### config.mk
export PLATFORM = sky130hd
export DESIGN_NAME = bit_serial_adder
export DESIGN_NICKNAME = d
export VERILOG_FILES = /design/src/rtl/bit_serial_adder_pkg.sv /design/src/rtl/bit_serial_adder_fa_cell.sv /design/src/rtl/bit_serial_adder.sv
export SDC_FILE = /design/constraint.sdc
export NUM_CORES = 1
export LEC_CHECK = 0
export ABC_AREA = 0
export CAP_MARGIN = 20
export CORE_UTILIZATION = 50
export DETAILED_ROUTE_END_ITERATION = 7
export PLACE_DENSITY = 0.78
export SLEW_MARGIN = 10
export SYNTH_ARGS = -nofsm -noshare
export SYNTH_HDL_FRONTEND = slang
export SYNTH_SLANG_ARGS = --single-unit
### constraint.sdc
create_clock -name clk -period 2.5 [get_ports clk]
set_input_delay 0.5 -clock clk [delete_from_list [all_inputs] [get_ports clk]]
set_output_delay 0.5 -clock clk [all_outputs]
set_load 0.005 [all_outputs]
### src/rtl/bit_serial_adder_pkg.sv
// Shared types and constants for the bit-serial adder.
package bit_serial_adder_pkg;

  localparam int unsigned DEFAULT_WIDTH = 8;

  typedef enum logic [1:0] {
    IDLE  = 2'd0,
    SHIFT = 2'd1,
    DONE  = 2'd2
  } state_t;

endpackage

### src/rtl/bit_serial_adder_fa_cell.sv
// One-bit combinational full adder.
module fa_cell (
  input  logic a,
  input  logic b,
  input  logic ci,
  output logic s,
  output logic co
);

  assign s  = a ^ b ^ ci;
  assign co = (a & b) | (a & ci) | (b & ci);

endmodule

### src/rtl/bit_serial_adder.sv
// Multi-cycle adder: one operand bit per clock, LSB first, through one fa_cell.
module bit_serial_adder
  import bit_serial_adder_pkg::*;
#(
  parameter int unsigned WIDTH = DEFAULT_WIDTH
) (
  input  logic             clk,
  input  logic             rst,
  input  logic             start,
  input  logic [WIDTH-1:0] a,
  input  logic [WIDTH-1:0] b,
  input  logic             cin,
  output logic             busy,
  output logic             done,
  output logic [WIDTH-1:0] sum,
  output logic             cout
);

  localparam int unsigned   CW   = $clog2(WIDTH + 1);
  localparam logic [CW-1:0] LAST = CW'(WIDTH - 1);

  state_t           state;
  state_t           state_nx;
  logic [WIDTH-1:0] a_sh;
  logic [WIDTH-1:0] b_sh;
  logic             carry;
  logic [CW-1:0]    cnt;
  logic             fa_s;
  logic             fa_co;

  fa_cell u_fa (
    .a  (a_sh[0]),
    .b  (b_sh[0]),
    .ci (carry),
    .s  (fa_s),
    .co (fa_co)
  );

  // State register.
  always_ff @(posedge clk or posedge rst) begin
    if (rst) state <= IDLE;
    else     state <= state_nx;
  end

  // Next-state logic; start only matters in IDLE.
  always_comb begin
    state_nx = state;
    case (state)
      IDLE:    if (start) state_nx = SHIFT;
      SHIFT:   if (cnt == LAST) state_nx = DONE;
      DONE:    state_nx = IDLE;
      default: state_nx = IDLE;
    endcase
  end

  // Operand capture, serial shift and result collection.
  always_ff @(posedge clk or posedge rst) begin
    if (rst) begin
      a_sh  <= '0;
      b_sh  <= '0;
      carry <= 1'b0;
      cnt   <= '0;
      sum   <= '0;
      cout  <= 1'b0;
    end else begin
      case (state)
        IDLE: begin
          if (start) begin
            a_sh  <= a;
            b_sh  <= b;
            carry <= cin;
            cnt   <= '0;
          end
        end
        SHIFT: begin
          sum   <= {fa_s, sum[WIDTH-1:1]};
          carry <= fa_co;
          a_sh  <= a_sh >> 1;
          b_sh  <= b_sh >> 1;
          cnt   <= cnt + CW'(1);
          if (cnt == LAST) cout <= fa_co;
        end
        default: ;
      endcase
    end
  end

  // Status decoded directly from the state register.
  assign busy = (state != IDLE);
  assign done = (state == DONE);

endmodule

==> reports/qor.csv <==
stage;metric;value;unit
status;result of the run;finished, final reports clean;
placement;gp weighted congestion;0.735;
global_routing;antenna violations before repair;0;
power;Max rail drop VDD;772;uV
logic_synthesis;portion of the post-synthesis area used by sequential elements;54.2;%
clocking;number of hold buffers added after CTS;0;
layout;final std cells w/o fill;214;
clocking;clk sink count;32;
routing;mean routed wirelength per cell;13.5;um
logic_synthesis;number of flops mapped to enable cells by yosys;0;
logic_synthesis;cell area after technology mapping;0.00148;sq mm
clocking;clock tree from TritonCTS;built;
sta;setup tns final;0;ns
routing;DRC violations left;0;
logic_synthesis;post-synthesis sequential element count;32;
logic_synthesis;dominant cells by area after synthesis;dfrtp_1 (54%), nand2_1 (9.7%), and3b_1 (5.3%);
floorplan;die footprint;0.00318;sq mm
global_routing;grt total ovfl;0;
logic_synthesis;leading cell types by count after synthesis;nand2_1 (38), dfrtp_1 (32), o21ai_0 (14), a21oi_1 (13), and3b_1 (9);
worst_setup_path;kind of start point of the critical path;flop;
min_path;hold-critical path endpoint;sum[4];
worst_setup_path;kind of capture point of the worst setup path;primary output;
logic_synthesis;net count after synthesis;172;
clocking;postcts setup bufs;0;
sta;Final Hold Slack;0.492;ns
sta;Setup WS post-layout;0.491;ns
placement;post-DP HPWL;2040;um
logic_synthesis;number of instances in the synthesized netlist;150;
routing;vias;1178;
layout;layout filler cell count;244;
clocking;maximum level of the CTS H-tree;2;
layout;synthesis-to-layout area growth;25.0;%
clocking;source-to-sink clock delay at the later pin of the worst-skew pair;0.32;ns
global_routing;global routing usage summed across all routing layers;21.0;%
logic_synthesis;mean instance size in the synthesized netlist;9.85;sq um
clocking;CTS resizes;0;
global_routing;wire length of the first global-routing pass;5100;um
min_path;source of the worst hold timing path;sum[5];
sta;slew at the pin closest to its max-slew limit;0.402;ns
sta;number of slew-limit violations in the final report;0;
placement;pre-CTS setup slack;0.569;ns
min_path;classification of the worst-slack hold path;flop to flop;
power;Pwr Density;1070;mW/mm^2
sta;upper clock frequency limit;498;MHz
layout;share of the core filled with cells in the final layout;66.4;%
floorplan;core area;0.00278;sq mm
worst_setup_path;critical path required time;2.00;ns
layout;fraction of final layout cells sized beyond drive strength 1;8.20;%
sta;minimum clock period;2.01;ns
sta;number of setup violations in the final report;0;
power;Lkg Pwr;0.875;nW
logic_synthesis;share of synthesized registers carrying an async set or reset;100;%
worst_setup_path;count of cells along the worst register-to-register path;4;
floorplan;starting density of the core;53.1;%
floorplan;Placement Rows;19;
worst_setup_path;Worst Path Arrival;1.51;ns
sta;Clock Skew;0.00323;ns
logic_synthesis;number of distinct standard cells referenced by the synthesized netlist;26;
routing;first drt pass iteration count;4;
clocking;clock-pin slew on the worst setup and hold paths;0.09;ns
logic_synthesis;most used flip-flop cell after synthesis;dfrtp_1;
global_routing;largest net degree at the start of global routing;33;
sta;part of the cycle the worst path needs;80.4;%
worst_setup_path;flop-to-flop setup slack;0.71;ns
logic_synthesis;Yosys warnings;0;
routing;Routed Antenna Nets;0;
sta;RSZ-0062 raised after global routing;false;
placement;Cell Count Post-Placement;207;
layout;layout net count;205;
clocking;number of buffers created by CTS;5;
clocking;number of buffers on the longest clock path;2;
run;Maximum Capacitance Violations;0;
worst_setup_path;crit path max fanout;10;
routing;final WL;2890;um
floorplan;number of top-level pins;31;
placement;number of buffers added on ports;30;
routing;via density per instance;5.50;
floorplan;y dimension of the die;56.4;um
logic_synthesis;cell type with the largest total area after synthesis;dfrtp_1;
worst_setup_path;Reg2Reg Launch Point;state[0];
clocking;root buffer cell;clkbuf_4;
logic_synthesis;share of the synthesized area in the top cell type;54.2;%
logic_synthesis;most frequent cell after synthesis;nand2_1;
floorplan;die boundary width;56.4;um
sta;worst-case headroom to the max-slew limit;73.2;%
min_path;Worst Hold Depth;2;
routing;First DRT Iteration DRCs;46;
global_routing;vias in the first global route;1203;
sta;Final Hold Fails;0;
worst_setup_path;capturing point of the worst reg2reg path;cout;
worst_setup_path;WS Path Type;flop to primary output;
layout;n_diodes;0;
power by group:
group / total, mW / switching (mW) / internal, mW
registers: 0.889 / 0.160 / 0.729
clock network: 0.265 / 0.162 / 0.103
logic: 0.830 / 0.415 / 0.415
total: 1.98 / 0.737 / 1.25
cell type report:
class | instances | area [sq um] | share of cell area [%]
Sequential cell | 32 | 801 | 43.4
Multi-Input combinational cell | 107 | 616 | 33.3
Clock inverter | 1 | 5.00 | 0.271
Inverter | 2 | 7.51 | 0.407
Timing Repair Buffer | 35 | 338 | 18.3
Clock buffer | 6 | 41.3 | 2.24
Tap cell | 31 | 38.8 | 2.10
cell usage in the layout, fill, tap and decap left out, types with 2 or more instances in the layout:
cell type        instances
dfrtp_1                 32
clkdlybuf4s50_1         30
inv_1                    2
a21oi_1                 13
a22oi_1                  7
nand2_1                 38
a32o_1                   2
a22o_1                   2
nor2_1                   3
nor2b_1                  5
clkbuf_4                 5
mux2_2                   2
and2b_1                  2
buf_4                    5
o21ai_0                 14
and3b_1                  9
o21ai_1                  2
how the worst max path moves through the flow:
stage,to,slack [ns],startpoint,cells past startpoint
3_5_place_dp,cnt[3],0.57,start,6
3_3_place_gp,cnt[3],0.62,start,6
6_report,busy,0.49,state[0],3
2_1_floorplan,done,1.15,state[0],3
5_1_grt,busy,0.38,state[0],3
4_1_cts,busy,0.46,state[0],3
state kept, by name (all words and copies together) (netlist names):
signal	cells
b_sh	8
carry	1
cnt	4
cout	1
state	2
a_sh	8
sum	8
critical path, cell delays in order (launching register included):
cell             delay, ns
dfrtp_1               0.48
nor2_1                0.21
inv_1                 0.06
clkdlybuf4s50_1       0.44
per-layer routing:
metal | wire length [um] | up-vias | GRT usage (%) | part of all wire [%]
met5 | 0 | - | 0 | 0
met4 | 38 | 0 | 9.76 | 1.3
met3 | 125 | 4 | 4.15 | 4.3
met2 | 1450 | 36 | 37.6 | 50
met1 | 1270 | 562 | 24.1 | 44
li1 | - | 576 | - | -
logic make-up after synthesis:
logic type,synth area share (%)
and+or+nand+nor,20.7
AOI/OAI and AO/OA,17.2
DFF,54.2
buffers and inverters,4.15
muxes,1.52
adders and majority gates,2.20
through the flow:
stage	cell area, sq um	power, mW
floorplan	1480	1.44
detailed placement	1800	1.74
global route	1850	2.16
CTS	1850	2.01
global placement	1800	1.70
finish	1850	1.98
Power figures use the tool's default switching activity.
